`config.mk`:
```
export PLATFORM = sky130hd
export DESIGN_NAME = timer_irq_source
export DESIGN_NICKNAME = d
export VERILOG_FILES = /design/src/rtl/timer_irq_source.sv
export SDC_FILE = /design/constraint.sdc
export NUM_CORES = 1
export LEC_CHECK = 0
export CORE_ASPECT_RATIO = 1.2
export CORE_MARGIN = 2
export CORE_UTILIZATION = 45
export CTS_BUF_LIST = sky130_fd_sc_hd__clkbuf_16
export DETAILED_ROUTE_END_ITERATION = 8
export GPL_TIMING_DRIVEN = 0
export PLACE_DENSITY = 0.72
export SLEW_MARGIN = 20
export SYNTH_ARGS = -nofsm -noshare
export SYNTH_HDL_FRONTEND = slang
export SYNTH_SLANG_ARGS = --single-unit
```
`constraint.sdc`:
```
create_clock -name clk -period 5.6 [get_ports clk]
set_clock_uncertainty 0.05 [all_clocks]
set_input_delay 1.12 -clock clk [delete_from_list [all_inputs] [get_ports clk]]
set_output_delay 1.12 -clock clk [all_outputs]
set_load 0.02 [all_outputs]
```
`src/rtl/timer_irq_source.sv`:
```
// timer_irq_source: memory-mapped countdown timer sourcing one CP0 HWInt line.
// Define TIMER_IRQ_STATUS_EN to expose the STATUS register at offset 0xC.
module timer_irq_source #(
    parameter logic [31:0] BASE_ADDR = 32'h0000_7F00
) (
    input  logic        clk,
    input  logic        reset,
    input  logic [31:0] addr,
    input  logic        we,
    input  logic [31:0] wdata,
    output logic [31:0] rdata,
    output logic        irq
);
    localparam int unsigned DATA_W = 32;
    localparam int unsigned OFF_W  = 2;

    localparam logic [OFF_W-1:0] OFF_CTRL   = OFF_W'(0);
    localparam logic [OFF_W-1:0] OFF_PRESET = OFF_W'(1);
    localparam logic [OFF_W-1:0] OFF_COUNT  = OFF_W'(2);
    localparam logic [OFF_W-1:0] OFF_STATUS = OFF_W'(3);

    typedef enum logic [1:0] {
        IDLE = 2'd0,
        LOAD = 2'd1,
        CNT  = 2'd2,
        INT  = 2'd3
    } state_t;

    state_t              state;
    logic                ctrl_en;
    logic [1:0]          ctrl_mode;
    logic                ctrl_im;
    logic [DATA_W-1:0]   preset;
    logic [DATA_W-1:0]   count;
    logic                pending;

    logic                in_range;
    logic [OFF_W-1:0]    offset;
    logic                wr_ctrl;
    logic                wr_preset;
    logic                wr_status_clr;
    logic                pending_clr;
    logic                unused_addr_bits;

    // Block decodes a 16-byte window; byte lanes within a word are ignored.
    assign in_range         = (addr[31:4] == BASE_ADDR[31:4]);
    assign offset           = addr[3:2];
    assign unused_addr_bits = ^addr[1:0];

    assign wr_ctrl   = we && in_range && (offset == OFF_CTRL);
    assign wr_preset = we && in_range && (offset == OFF_PRESET);

`ifdef TIMER_IRQ_STATUS_EN
    assign wr_status_clr = we && in_range && (offset == OFF_STATUS) && wdata[0];
`else
    assign wr_status_clr = 1'b0;
`endif

    // Any CP0 handler ack path drops the pending flag.
    assign pending_clr = wr_ctrl || wr_preset || wr_status_clr;

    // Register file and countdown FSM; FSM assignments come last so an
    // expiry in the same cycle wins over a bus clear of pending.
    always_ff @(posedge clk) begin
        if (reset) begin
            state     <= IDLE;
            ctrl_en   <= 1'b0;
            ctrl_mode <= 2'b00;
            ctrl_im   <= 1'b0;
            preset    <= '0;
            count     <= '0;
            pending   <= 1'b0;
        end else begin
            if (wr_ctrl) begin
                ctrl_en   <= wdata[0];
                ctrl_mode <= wdata[2:1];
                ctrl_im   <= wdata[3];
            end
            if (wr_preset) begin
                preset <= wdata;
            end
            if (pending_clr) begin
                pending <= 1'b0;
            end

            case (state)
                IDLE: begin
                    if (ctrl_en) begin
                        state <= LOAD;
                    end
                end
                LOAD: begin
                    count <= preset;
                    state <= CNT;
                end
                CNT: begin
                    if (!ctrl_en) begin
                        state <= IDLE;
                    end else if (count > DATA_W'(1)) begin
                        count <= count - DATA_W'(1);
                    end else begin
                        // PRESET of 0 lands here too, so COUNT never wraps.
                        count   <= '0;
                        pending <= 1'b1;
                        state   <= INT;
                    end
                end
                INT: begin
                    if (ctrl_mode == 2'b01) begin
                        pending <= 1'b0;
                    end else if (!wr_ctrl) begin
                        ctrl_en <= 1'b0;
                    end
                    state <= IDLE;
                end
                default: state <= IDLE;
            endcase
        end
    end

    // Combinational read mux; out-of-range reads return zero.
    always_comb begin
        rdata = '0;
        if (in_range) begin
            case (offset)
                OFF_CTRL:   rdata = DATA_W'({ctrl_im, ctrl_mode, ctrl_en});
                OFF_PRESET: rdata = preset;
                OFF_COUNT:  rdata = count;
`ifdef TIMER_IRQ_STATUS_EN
                OFF_STATUS: rdata = DATA_W'({state, pending});
`else
                OFF_STATUS: rdata = '0;
`endif
                default:    rdata = '0;
            endcase
        end
    end

    assign irq = pending && ctrl_im;

endmodule

```
==> results of run 1 <==
-- flip-flops by register name (all words and copies together) (netlist names) --
signal and flops:
count 32, preset 32, ctrl_mode 2, state 2, ctrl_en 1, ctrl_im 1, pending 1
-- stage by stage --
step | hold WS, ns | power, mW | util [%]
after global placement | 0.4245 | 0.5868 | 57.69
after detailed placement | 0.4373 | 0.5881 | 57.83
after global routing | 0.4881 | 1.108 | 60.48
after floorplan | 0.3970 | 0.5344 | -
final | 0.4504 | 1.077 | 60.48
after CTS | 0.4467 | 1.080 | 60.48
-- kinds of logic after synthesis --
kind of cell,after synthesis,share of synthesized area (%)
and+or+nand+nor,205,23.97
AOI/OAI and AO/OA,171,26.22
DFF,71,32.84
buffers and inverters,62,5.840
muxes,43,9.945
xor gates and xnor gates,3,0.6072
adders and majority gates,2,0.5781
-- worst register-to-register path: stages (launching register included) --
cell and delay (ns):
sky130_fd_sc_hd__dfxtp_1 0.31, sky130_fd_sc_hd__clkbuf_1 0.19, sky130_fd_sc_hd__nor4_1 0.78, sky130_fd_sc_hd__nand4b_1 0.31, sky130_fd_sc_hd__nor4_2 1.03, sky130_fd_sc_hd__nand2_1 0.27
sky130_fd_sc_hd__o2111a_1 0.20
-- power breakdown --
group | internal (mW) | switching (mW) | leakage (nW)
combinational | 0.0430 | 0.0288 | 1.21
clock | 0.288 | 0.212 | 0.138
sequential | 0.505 | 0.000000000230 | 0.571
-- layout make-up --
cell class,instances,area (sq um)
fillers,847,3722
multi-input cells,424,2660
flip-flops and latches,71,1421
repair buffers,96,958.4
clock buffers,9,225.2
plain buffers,53,219.0
well taps,123,153.9
inverters,9,33.78
clock inverters,6,23.77
-- per-layer routing --
layer	track usage, %	part of all wire (%)	vias to the layer above
met5	0	0	-
met2	48.44	50	202
met4	11.57	2.8	0
li1	-	-	2277
met1	34.93	40	2222
met3	4.601	7.1	37
-- synth_stat cells, drive strengths merged (8+ instances only) --
master	n	area share (%)
buf	10	1.3
nand3	15	1.7
nor2	94	8.2
or4	8	1.6
a22oi	30	5.2
o21ai	44	5.1
mux2i	43	9.9
clkbuf	43	3.7
nor3	16	2.1
dfxtp	71	33
a21oi	41	4.7
nand2	18	1.6
nor4	15	2.3
a211oi	14	2.4
inv	9	0.78
-- path summary, 6_finish.rpt --
path              from  slack, ns        end  depth (start not counted)
max           addr[12]       0.61  rdata[10]                          8
min            pending       0.45    pending                          2
max reg2reg  count[13]       2.35  count[29]                          6
min reg2reg    pending       0.45    pending                          2
==> results_tabular.tex, run 1 <==
\begin{tabular}{lr}
\hline
Metric & Value \\
\hline
\multicolumn{2}{l}{\textbf{Run status}} \\
\quad Result of the run & complete, no violations \\
\multicolumn{2}{l}{\textbf{Clocking}} \\
\quad Cts bufs inserted & 9 \\
\quad Clock insertion delay at the later pin of the skew report & roughly 0.34 ns \\
\quad CTS Root Buffer Type & sky130\_fd\_sc\_hd\_\_clkbuf\_16 \\
\quad Setup fix buffers added after clock tree synthesis & 0 \\
\quad Count of H-tree levels built during CTS & 3 \\
\quad CTS clock-pin slew for the worst setup and hold paths & roughly 0.050 ns \\
\quad TritonCTS clock tree & built \\
\quad Sinks on Clock Net & 71 \\
\quad Maximum buffer depth of the clock tree & 2 \\
\quad Resized cells post-CTS & 0 \\
\quad Hold bufs inserted after CTS & 0 \\
\multicolumn{2}{l}{\textbf{Synthesis}} \\
\quad Top flip-flop cell by instance count after synthesis & sky130\_fd\_sc\_hd\_\_dfxtp\_1 \\
\quad Proportion of synthesized chip area in sequential cells & between 30\% and 40\% \\
\quad Number of enable-type register cells in the synthesized netlist & 0 \\
\quad Number of register bits inferred by synthesis & 71 \\
\quad Library cells used by synthesis & 58 \\
\quad Number of warnings reported in the yosys synthesis log & 0 \\
\quad Number of cells produced by synthesis & 557 \\
\quad Post-synthesis cell area & about 0.0043 sq mm \\
\quad Post-Syn Nets & $\sim$630 \\
\quad Synthesized area divided by synthesized cell count & 7.770 sq um \\
\quad Async set-or-reset flop fraction in the synthesized netlist & 0\% \\
\multicolumn{2}{l}{\textbf{STA}} \\
\quad F\_max & 200.6 MHz \\
\quad Final hold violation count & 0 \\
\quad Setup-failing EPs final & 0 \\
\quad Setup TNS after final layout & 0 ns \\
\quad Final Max Slew Viols & 0 \\
\quad Minimum setup slack in the final design & 0.6143 ns \\
\quad Final critical delay including setup and external delays & about 5 ns \\
\quad RSZ-0062 raised after global routing & false \\
\quad Final period util & a little under 90\% \\
\quad Worst Tran Pin Value & roughly 1.1 ns \\
\quad Max-slew headroom & 25.38\% \\
\multicolumn{2}{l}{\textbf{Detailed routing}} \\
\quad Post-detailed-route DRC marker count & 0 \\
\quad Routed Antenna Nets & 0 \\
\quad Total wire length after detailed routing & $\sim$15 mm \\
\quad Overall via count from detail\_route & about 4,700 \\
\quad Number of iterations in the first detailed-routing pass & 5 \\
\quad Avg Vias per Cell & 5.990 \\
\quad Average routed wire per standard cell & $\sim$18 um \\
\quad Drt first-iter violations & $\sim$390 \\
\multicolumn{2}{l}{\textbf{Worst setup path}} \\
\quad Required time worst endpoint & between 4 and 5 ns \\
\quad Total buffers and inverters traversed by the critical path & 4 \\
\quad WS Path Type & in2out \\
\quad Startpoint kind of the worst setup timing path & input pin \\
\quad Kind of capture point of the worst setup path & primary output \\
\quad Library cell contributing the largest single delay on the critical path & sky130\_fd\_sc\_hd\_\_clkdlybuf4s50\_1 \\
\quad Critical path's largest stage delay & between 0.6 and 0.7 ns \\
\quad Arrival time at the worst endpoint & roughly 3.8 ns \\
\quad Largest fanout on the critical path & 10 \\
\quad Dominant delay contributor by cell family on the critical path & buffers and inverters \\
\quad Critical Path, Cell by Cell & clkdlybuf4s50\_1, nor4bb\_1, nand4\_1, or2\_2, clkbuf\_1, clkbuf\_1, nor2\_1, clkdlybuf4s50\_1 \\
\multicolumn{2}{l}{\textbf{GRT}} \\
\quad Antenna violations before repair & 0 \\
\quad Overall track demand over capacity in global routing & approximately 28\% \\
\quad Total congestion overflow & 0 \\
\quad Largest net degree at the start of global routing & 11 \\
\quad Via count of the first global-routing pass & approximately 4,600 \\
\quad Global-route wire length before repair & about 23 mm \\
\multicolumn{2}{l}{\textbf{Floorplan}} \\
\quad Initial cell density of the core & 45.95\% \\
\quad FP Rows & 39 \\
\quad Floorplan core area & 0.009418 sq mm \\
\quad I/O pin count & 100 \\
\quad Floorplan die height & $\sim$110 um \\
\quad Die area & around 0.010 sq mm \\
\quad Die extent in x & 93.53 um \\
\multicolumn{2}{l}{\textbf{Layout}} \\
\quad Most common cell after layout, fill and taps aside & sky130\_fd\_sc\_hd\_\_clkdlybuf4s50\_1 \\
\quad Layout Nets & around 730 \\
\quad Layout Cells excl Fill & $\sim$800 \\
\quad Commonest non-fill, non-tap cells in the layout & 95 x sky130\_fd\_sc\_hd\_\_clkdlybuf4s50\_1, 94 x sky130\_fd\_sc\_hd\_\_nor2\_1, 71 x sky130\_fd\_sc\_hd\_\_dfxtp\_1 \\
\quad Area added between synthesis and finish & 31.60\% \\
\quad Total non-filler cell area in the finished layout & between 0.005 and 0.006 sq mm \\
\quad Layout cell share with drive strength beyond 1 & around 4.6\% \\
\quad \# diodes & 0 \\
\multicolumn{2}{l}{\textbf{Worst hold path}} \\
\quad Path category of the worst min-delay check & reg2reg \\
\multicolumn{2}{l}{\textbf{Place}} \\
\quad \# placed instances & just under 800 \\
\quad Cell area after placement & 0.005446 sq mm \\
\quad Worst slack at placement & $\sim$0.6 ns \\
\quad Hpwl dp & around 11 mm \\
\quad Input/output buffers & 95 \\
\quad RePlAce Congestion & 0.9271 \\
\multicolumn{2}{l}{\textbf{Power and ir drop}} \\
\quad VDD IR max & 148.1 uV \\
\quad Power density of the placed cells & roughly 190 mW/mm\^{}2 \\
\quad Leak & 1.919 nW \\
\multicolumn{2}{l}{\textbf{Flow run}} \\
\quad Max-capacitance violation count & 0 \\
\hline
\end{tabular}
Power figures use the tool's default switching activity.
==> inputs of run 2 (changes only) <==
- PLACE_DENSITY: 0.72 -> 0.75
- clock period: 5.6 -> 4.1 ns (I/O delays scaled with it)
==> results_tabular.tex, run 2 (synthesized netlist as in run 1, its figures left out) <==
\begin{tabular}{lr}
\hline
Metric & Value \\
\hline
\multicolumn{2}{l}{\textbf{Layout}} \\
\quad Area of the multi-input gates & 0.002684 sq mm (was 0.002660 sq mm) \\
\quad Layout Cells excl Fill & 792 (was 791) \\
\quad Area added between synthesis and finish & 32.96\% (was 31.60\%) \\
\quad \# diodes & 0 (unchanged) \\
\quad Final design utilization & 61.10\% (was 60.48\%) \\
\quad Fillers & 883 (was 847) \\
\quad Layout cell share with drive strength beyond 1 & 6.129\% (was 4.641\%) \\
\quad Commonest non-fill, non-tap cells in the layout & 93 x sky130\_fd\_sc\_hd\_\_nor2\_1, 71 x sky130\_fd\_sc\_hd\_\_dfxtp\_1, 64 x sky130\_fd\_sc\_hd\_\_clkdlybuf4s50\_1 (was 95 x sky130\_fd\_sc\_hd\_\_clkdlybuf4s50\_1, 94 x sky130\_fd\_sc\_hd\_\_nor2\_1, 71 x sky130\_fd\_sc\_hd\_\_dfxtp\_1) \\
\quad Most common cell after layout, fill and taps aside & sky130\_fd\_sc\_hd\_\_nor2\_1 (was sky130\_fd\_sc\_hd\_\_clkdlybuf4s50\_1) \\
\quad Layout Nets & 733 (unchanged) \\
\quad Register area & 0.001421 sq mm (unchanged) \\
\quad Largest registers ranked by flip-flop count & count: 32 flops, preset: 32 flops (unchanged) \\
\multicolumn{2}{l}{\textbf{Detailed routing}} \\
\quad Number of iterations in the first detailed-routing pass & 5 (unchanged) \\
\quad Avg Vias per Cell & 6.152 (was 5.990) \\
\quad Overall via count from detail\_route & 4,872 (was 4,738) \\
\quad Drt first-iter violations & 344 (was 388) \\
\quad Post-detailed-route DRC marker count & 0 (unchanged) \\
\quad Total wire length after detailed routing & 15.05 mm (was 14.52 mm) \\
\quad Routed Antenna Nets & 0 (unchanged) \\
\quad Average routed wire per standard cell & 19.00 um (was 18.35 um) \\
\multicolumn{2}{l}{\textbf{Power and ir drop}} \\
\quad Logic pwr share & 6.2\% (was 6.7\%) \\
\quad Sequential group share of total power & 42.6\% (was 46.9\%) \\
\quad Leak & 2.131 nW (was 1.919 nW) \\
\quad Power density of the placed cells & 281.7 mW/mm\^{}2 (was 189.1 mW/mm\^{}2) \\
\quad Overall power & 1.621 mW (was 1.077 mW) \\
\quad Switching fraction of total power & 21.46\% (was 22.33\%) \\
\quad Clk pwr share & 51.2\% (was 46.4\%) \\
\quad P\_sw & 348.0 uW (was 240.5 uW) \\
\quad Internal & 1.273 mW (was 836.4 uW) \\
\quad VDD IR max & 214.2 uV (was 148.1 uV) \\
\multicolumn{2}{l}{\textbf{Clocking}} \\
\quad Setup fix buffers added after clock tree synthesis & 0 (unchanged) \\
\quad Count of H-tree levels built during CTS & 3 (unchanged) \\
\quad Hold bufs inserted after CTS & 0 (unchanged) \\
\quad Cts bufs inserted & 9 (unchanged) \\
\quad Clock insertion delay at the later pin of the skew report & 0.34 ns (about the same) \\
\quad Maximum buffer depth of the clock tree & 2 (unchanged) \\
\quad TritonCTS clock tree & built (unchanged) \\
\quad CTS clock-pin slew for the worst setup and hold paths & 0.06 ns (was 0.05 ns) \\
\quad CTS Root Buffer Type & sky130\_fd\_sc\_hd\_\_clkbuf\_16 (unchanged) \\
\quad Sinks on Clock Net & 71 (unchanged) \\
\multicolumn{2}{l}{\textbf{Worst setup path}} \\
\quad Worst setup path start & addr[3] (was addr[12]) \\
\quad Startpoint kind of the worst setup timing path & input pin (unchanged) \\
\quad Destination of the critical timing path & rdata[0] (was rdata[10]) \\
\quad Library cell contributing the largest single delay on the critical path & sky130\_fd\_sc\_hd\_\_clkdlybuf4s50\_1 (unchanged) \\
\quad WS Path Type & in2out (unchanged) \\
\quad Most frequent CP cell & sky130\_fd\_sc\_hd\_\_clkdlybuf4s50\_1 \\
\quad Critical path's largest stage delay & 0.62 ns (was 0.63 ns) \\
\quad Reg-to-reg endpoint & count[29] (unchanged) \\
\quad Required time worst endpoint & 3.23 ns (was 4.43 ns) \\
\quad Arrival time at the worst endpoint & 3.07 ns (was 3.82 ns) \\
\quad Critical Path, Cell by Cell & clkdlybuf4s50\_1, nor2b\_1, clkbuf\_1, clkbuf\_2, a21oi\_1, nor2\_1, clkdlybuf4s50\_1 (was clkdlybuf4s50\_1, nor4bb\_1, nand4\_1, or2\_2, clkbuf\_1, clkbuf\_1, nor2\_1, clkdlybuf4s50\_1) \\
\quad Reg-to-reg critical path startpoint & count[4] (was count[13]) \\
\quad Kind of capture point of the worst setup path & primary output (unchanged) \\
\quad Cells on worst reg2reg path & 6 (unchanged) \\
\quad Largest fanout on the critical path & 10 (unchanged) \\
\quad Setup slack of the most critical reg-to-reg path & 1.18 ns (was 2.35 ns) \\
\multicolumn{2}{l}{\textbf{STA}} \\
\quad Setup-failing EPs final & 0 (unchanged) \\
\quad Final hold violation count & 0 (unchanged) \\
\quad F\_max & approximately 250 MHz \\
\quad Final Max Slew Viols & 0 (unchanged) \\
\quad Max-slew headroom & 35.72\% (was 25.38\%) \\
\quad Minimum setup slack in the final design & 0.1643 ns (was 0.6143 ns) \\
\quad Final critical delay including setup and external delays & $\sim$3.9 ns \\
\quad RSZ-0062 raised after global routing & false (unchanged) \\
\quad Final period util & between 90\% and 100\% \\
\quad Worst Tran Pin Value & 0.9554 ns (was 1.110 ns) \\
\quad Setup TNS after final layout & 0 ns (unchanged) \\
\multicolumn{2}{l}{\textbf{Place}} \\
\quad Input/output buffers & 95 (unchanged) \\
\quad \# placed instances & 776 (unchanged) \\
\quad Hpwl dp & 10.64 mm (was 10.53 mm) \\
\quad RePlAce Congestion & 0.9125 (was 0.9271) \\
\quad Worst slack at placement & -0.2420 ns (was 0.6123 ns) \\
\multicolumn{2}{l}{\textbf{Floorplan}} \\
\quad Floorplan die height & 111.4 um (unchanged) \\
\quad I/O pin count & 100 (unchanged) \\
\quad Initial cell density of the core & 45.95\% (unchanged) \\
\quad FP Rows & 39 (unchanged) \\
\quad Floorplan core area & 0.009418 sq mm (unchanged) \\
\quad Die area & 0.01042 sq mm (unchanged) \\
\quad Die extent in x & 93.53 um (unchanged) \\
\multicolumn{2}{l}{\textbf{Worst hold path}} \\
\quad Path category of the worst min-delay check & reg2reg (unchanged) \\
\multicolumn{2}{l}{\textbf{GRT}} \\
\quad Largest net degree at the start of global routing & 12 (was 11) \\
\quad Antenna violations before repair & 0 (unchanged) \\
\quad Via count of the first global-routing pass & 4,667 (was 4,551) \\
\quad Overall track demand over capacity in global routing & 29.20\% (was 28.28\%) \\
\quad Global-route wire length before repair & 24.01 mm (was 23.16 mm) \\
\quad Total congestion overflow & 0 (unchanged) \\
\multicolumn{2}{l}{\textbf{Flow run}} \\
\quad Max-capacitance violation count & 0 (unchanged) \\
\multicolumn{2}{l}{\textbf{Run status}} \\
\quad Result of the run & complete, no violations (unchanged) \\
\hline
\end{tabular}
[run 2: cell count changes in the layout (fill, tap and decap cells not counted), sizes merged]
cell | before | now
dlymetal6s2s | 0 | 1
inv | 13 | 12
bufinv | 0 | 2
clkdlybuf4s50 | 95 | 64
dlygate4sd2 | 0 | 30
[run 2: cell type report]
cell class | count | area share (%)
multi-input cells | 424 | 46.64
well taps | 123 | 2.675
inverters | 9 | 0.5871
clock inverters | 7 | 1.413
flip-flops and latches | 71 | 24.70
repair buffers | 96 | 16.05
clock buffers | 9 | 3.914
plain buffers | 53 | 4.023
[run 2: critical path: cells and delay by family]
family	cells	cell delay, ns
AOI/OAI and AO/OA	1	0.11
buffers and inverters	4	1.83
and+or+nand+nor	2	0.30
[run 2: per-layer routing]
metal	track usage (%)	vias up	part of all wire [%]
li1	-	2288	-
met1	36.62	2320	41
met2	49.54	235	50
met3	4.939	29	7.4
met4	11.37	0	2.1
met5	0	-	0
[run 2: repair_timing]
item,CTS,global route
pin swaps,0,1
gates resized for setup,37,5
cloned,0,0
setup endpoints to repair,30,21
[run 2: per-stage QoR]
step           hold slack (ns)  area, sq um
2_1_floorplan           0.3970         4328
3_3_place_gp            0.4238         5433
3_5_place_dp            0.4272         5446
4_1_cts                 0.4364         5729
5_1_grt                 0.4733         5754
6_report                0.4378         5754
[run 2: power by group through the flow]
stage / combinational (mW) / clock [mW] / sequential, mW
6_report: 0.101 / 0.830 / 0.690
5_1_grt: 0.107 / 0.865 / 0.689
4_1_cts: 0.0992 / 0.829 / 0.690
3_5_place_dp: 0.0985 / 0 / 0.705
3_3_place_gp: 0.0972 / 0 / 0.705
2_1_floorplan: 0.0248 / 0 / 0.705
[run 2: worst min path at each step]
stage | from | endpoint | slack, ns | cells after the start
2_1_floorplan | pending | pending | 0.40 | 2
3_3_place_gp | pending | pending | 0.42 | 2
3_5_place_dp | pending | pending | 0.43 | 2
4_1_cts | pending | pending | 0.44 | 2
5_1_grt | pending | pending | 0.47 | 2
6_report | pending | pending | 0.44 | 2
==> inputs of run 3 (changes only) <==
- CORE_MARGIN: 2 -> not set
- GPL_TIMING_DRIVEN: 0 -> not set
==> results_tabular.tex, run 3 (synthesized netlist as in run 1, its figures left out) <==
\begin{tabular}{lr}
\hline
Metric & Value \\
\hline
\multicolumn{2}{l}{\textbf{STA}} \\
\quad Smallest hold slack & 0.4495 ns (was 0.4378 ns) \\
\quad F\_max & 257.4 MHz (was 254.1 MHz) \\
\quad Final Max Slew Viols & 0 (unchanged) \\
\quad Max-slew headroom & 33.52\% (was 35.72\%) \\
\quad Final critical delay including setup and external delays & 3.885 ns (was 3.936 ns) \\
\quad Worst Tran Pin Value & 0.9951 ns (was 0.9554 ns) \\
\quad Setup-failing EPs final & 0 (unchanged) \\
\quad Final hold violation count & 0 (unchanged) \\
\quad Minimum setup slack in the final design & 0.2152 ns (was 0.1643 ns) \\
\quad Final period util & 94.75\% (was 95.99\%) \\
\quad RSZ-0062 raised after global routing & false (unchanged) \\
\multicolumn{2}{l}{\textbf{Worst setup path}} \\
\quad Setup slack of the most critical reg-to-reg path & 1.26 ns (was 1.18 ns) \\
\quad Reg-to-reg critical path startpoint & count[4] (unchanged) \\
\quad Worst setup path start & addr[12] (was addr[3]) \\
\quad Required time worst endpoint & 3.23 ns (about the same) \\
\quad Reg-to-reg endpoint & state[0] (was count[29]) \\
\quad Largest fanout on the critical path & 33 (was 10) \\
\quad Kind of capture point of the worst setup path & primary output (unchanged) \\
\quad Destination of the critical timing path & rdata[11] (was rdata[0]) \\
\quad Cells on worst reg2reg path & 4 (was 6) \\
\quad WS Path Type & in2out (unchanged) \\
\quad Arrival time at the worst endpoint & 3.01 ns (was 3.07 ns) \\
\quad Startpoint kind of the worst setup timing path & input pin (unchanged) \\
\multicolumn{2}{l}{\textbf{Layout}} \\
\quad Fillers & 785 (was 883) \\
\quad Layout cell share with drive strength beyond 1 & 7.278\% (was 6.129\%) \\
\quad Area added between synthesis and finish & 32.47\% (was 32.96\%) \\
\quad Most common cell after layout, fill and taps aside & sky130\_fd\_sc\_hd\_\_clkdlybuf4s50\_1 (was sky130\_fd\_sc\_hd\_\_nor2\_1) \\
\quad \# diodes & 0 (unchanged) \\
\quad Layout Nets & 696 (was 733) \\
\quad Commonest non-fill, non-tap cells in the layout & 96 x sky130\_fd\_sc\_hd\_\_clkdlybuf4s50\_1, 94 x sky130\_fd\_sc\_hd\_\_nor2\_1, 71 x sky130\_fd\_sc\_hd\_\_dfxtp\_1 (was 93 x sky130\_fd\_sc\_hd\_\_nor2\_1, 71 x sky130\_fd\_sc\_hd\_\_dfxtp\_1, 64 x sky130\_fd\_sc\_hd\_\_clkdlybuf4s50\_1) \\
\quad Final design utilization & 62.48\% (was 61.10\%) \\
\quad Layout Cells excl Fill & 752 (was 792) \\
\quad Largest registers ranked by flip-flop count & count: 32 flops, preset: 32 flops (unchanged) \\
\multicolumn{2}{l}{\textbf{Place}} \\
\quad RePlAce Congestion & 0.8711 (was 0.9125) \\
\quad Worst slack at placement & -0.005014 ns (was -0.2420 ns) \\
\quad Input/output buffers & 97 (was 95) \\
\quad Hpwl dp & 8.865 mm (was 10.64 mm) \\
\quad \# placed instances & 736 (was 776) \\
\multicolumn{2}{l}{\textbf{Clocking}} \\
\quad CTS clock-pin slew for the worst setup and hold paths & 0.06 ns (about the same) \\
\quad Cts bufs inserted & 9 (unchanged) \\
\quad Sinks on Clock Net & 71 (unchanged) \\
\quad Setup fix buffers added after clock tree synthesis & 0 (unchanged) \\
\quad CTS Root Buffer Type & sky130\_fd\_sc\_hd\_\_clkbuf\_16 (unchanged) \\
\quad Clock insertion delay at the later pin of the skew report & 0.35 ns (was 0.34 ns) \\
\quad Maximum buffer depth of the clock tree & 2 (unchanged) \\
\quad Count of H-tree levels built during CTS & 3 (unchanged) \\
\quad TritonCTS clock tree & built (unchanged) \\
\multicolumn{2}{l}{\textbf{Detailed routing}} \\
\quad Average routed wire per standard cell & 17.66 um (was 19.00 um) \\
\quad Avg Vias per Cell & 6.205 (was 6.152) \\
\quad Drt first-iter violations & 367 (was 344) \\
\quad Total wire length after detailed routing & 13.28 mm (was 15.05 mm) \\
\quad Overall via count from detail\_route & 4,666 (was 4,872) \\
\quad Routed Antenna Nets & 0 (unchanged) \\
\quad Post-detailed-route DRC marker count & 0 (unchanged) \\
\quad Number of iterations in the first detailed-routing pass & 5 (unchanged) \\
\multicolumn{2}{l}{\textbf{GRT}} \\
\quad Met3 GRT Util & 5.118\% (was 4.939\%) \\
\quad Via count of the first global-routing pass & 4,575 (was 4,667) \\
\quad Largest net degree at the start of global routing & 61 (was 12) \\
\quad GRT Max-Usage Layer & met2 (unchanged) \\
\quad Antenna violations before repair & 0 (unchanged) \\
\quad Global-route wire length before repair & 21.90 mm (was 24.01 mm) \\
\quad Total congestion overflow & 0 (unchanged) \\
\quad Met1 routing resource usage after global routing & 31.38\% (was 36.62\%) \\
\quad Met2 layer usage reported by global route & 49.73\% (was 49.54\%) \\
\quad Overall track demand over capacity in global routing & 27.50\% (was 29.20\%) \\
\multicolumn{2}{l}{\textbf{Power and ir drop}} \\
\quad Sequential group share of total power & 38.1\% (was 42.6\%) \\
\quad VDD IR max & 229.1 uV (was 214.2 uV) \\
\quad Internal & 1.465 mW (was 1.273 mW) \\
\quad Logic pwr share & 5.4\% (was 6.2\%) \\
\quad Clk pwr share & 56.5\% (was 51.2\%) \\
\quad Overall power & 1.809 mW (was 1.621 mW) \\
\quad Switching fraction of total power & 19.04\% (was 21.46\%) \\
\quad Leak & 1.956 nW (was 2.131 nW) \\
\quad Power density of the placed cells & 315.6 mW/mm\^{}2 (was 281.7 mW/mm\^{}2) \\
\quad P\_sw & 344.5 uW (was 348.0 uW) \\
\multicolumn{2}{l}{\textbf{Floorplan}} \\
\quad Die area & 0.01002 sq mm (was 0.01042 sq mm) \\
\quad Floorplan core area & 0.009176 sq mm (was 0.009418 sq mm) \\
\quad Initial cell density of the core & 47.16\% (was 45.95\%) \\
\quad Floorplan die height & 109.4 um (was 111.4 um) \\
\quad Die extent in x & 91.53 um (was 93.53 um) \\
\quad I/O pin count & 100 (unchanged) \\
\quad FP Rows & 38 (was 39) \\
\multicolumn{2}{l}{\textbf{Run status}} \\
\quad Result of the run & complete, no violations (unchanged) \\
\multicolumn{2}{l}{\textbf{Worst hold path}} \\
\quad Path category of the worst min-delay check & reg2reg (unchanged) \\
\quad Cell count of the worst hold path & 2 (unchanged) \\
\multicolumn{2}{l}{\textbf{Flow run}} \\
\quad Max-capacitance violation count & 0 (unchanged) \\
\hline
\end{tabular}
run 3: cell types whose count changed in the layout (fill, tap and decap cells not counted), moves of 3 or more:
cell,before,now
sky130_fd_sc_hd__clkbuf_1,39,0
sky130_fd_sc_hd__clkdlybuf4s50_1,64,96
sky130_fd_sc_hd__dlygate4sd2_1,30,0
sky130_fd_sc_hd__buf_4,1,15
sky130_fd_sc_hd__buf_1,4,0
sky130_fd_sc_hd__buf_2,4,1
sky130_fd_sc_hd__bufinv_16,2,5
sky130_fd_sc_hd__clkbuf_4,3,0
sky130_fd_sc_hd__inv_1,12,9
run 3: final cells by class:
type / instances / area (sq um) / share of cell area [%]
Clock buffer: 9 / 225.2 / 3.928
Clock inverter: 7 / 158.9 / 2.772
Inverter: 9 / 33.78 / 0.5893
Multi-Input combinational cell: 424 / 2665 / 46.49
Sequential cell: 71 / 1421 / 24.79
Tap cell: 120 / 150.1 / 2.619
Timing Repair Buffer: 112 / 1079 / 18.81
run 3: worst min-delay path by stage:
stage,from,end
global placement,pending,pending
global route,pending,pending
detailed placement,pending,pending
floorplan,pending,pending
CTS,pending,pending
finish,pending,pending
run 3: routing by layer:
layer	share of wire (%)	vias to the layer above
li1	-	2207
met1	39	2224
met2	52	200
met3	6.4	35
met4	2.3	0
met5	0	-
run 3: timing repair:
item / CTS / global route
resized for setup: 1 / 0
hold buffers: 0 / 0
endpoints found under the setup margin: 4 / 0
run 3: metrics by stage:
| stage | setup TNS [ns] | area [sq um] |
|---|---|---|
| 2_1_floorplan | 0 | 4328 |
| 3_3_place_gp | 0 | 5346 |
| 3_5_place_dp | -0.005076 | 5346 |
| 4_1_cts | 0 | 5733 |
| 5_1_grt | 0 | 5733 |
| 6_report | 0 | 5733 |
run 3: power groups by stage:
stage                     Combinational [mW]  Clock (mW)  Sequential, mW
after detailed placement              0.0975           0           0.705
after CTS                             0.0980        1.03           0.690
final                                 0.0980        1.02           0.690
after global routing                   0.105        1.06           0.690
after global placement                0.0962           0           0.705
after floorplan                       0.0248           0           0.705
run 3: worst max-delay path, cell delays in order:
cell and delay, ns:
sky130_fd_sc_hd__clkdlybuf4s50_1 0.46, sky130_fd_sc_hd__nor4bb_1 0.32, sky130_fd_sc_hd__nand4_1 0.18, sky130_fd_sc_hd__or2_4 0.43, sky130_fd_sc_hd__nor2_1 0.18, sky130_fd_sc_hd__clkdlybuf4s50_1 0.62
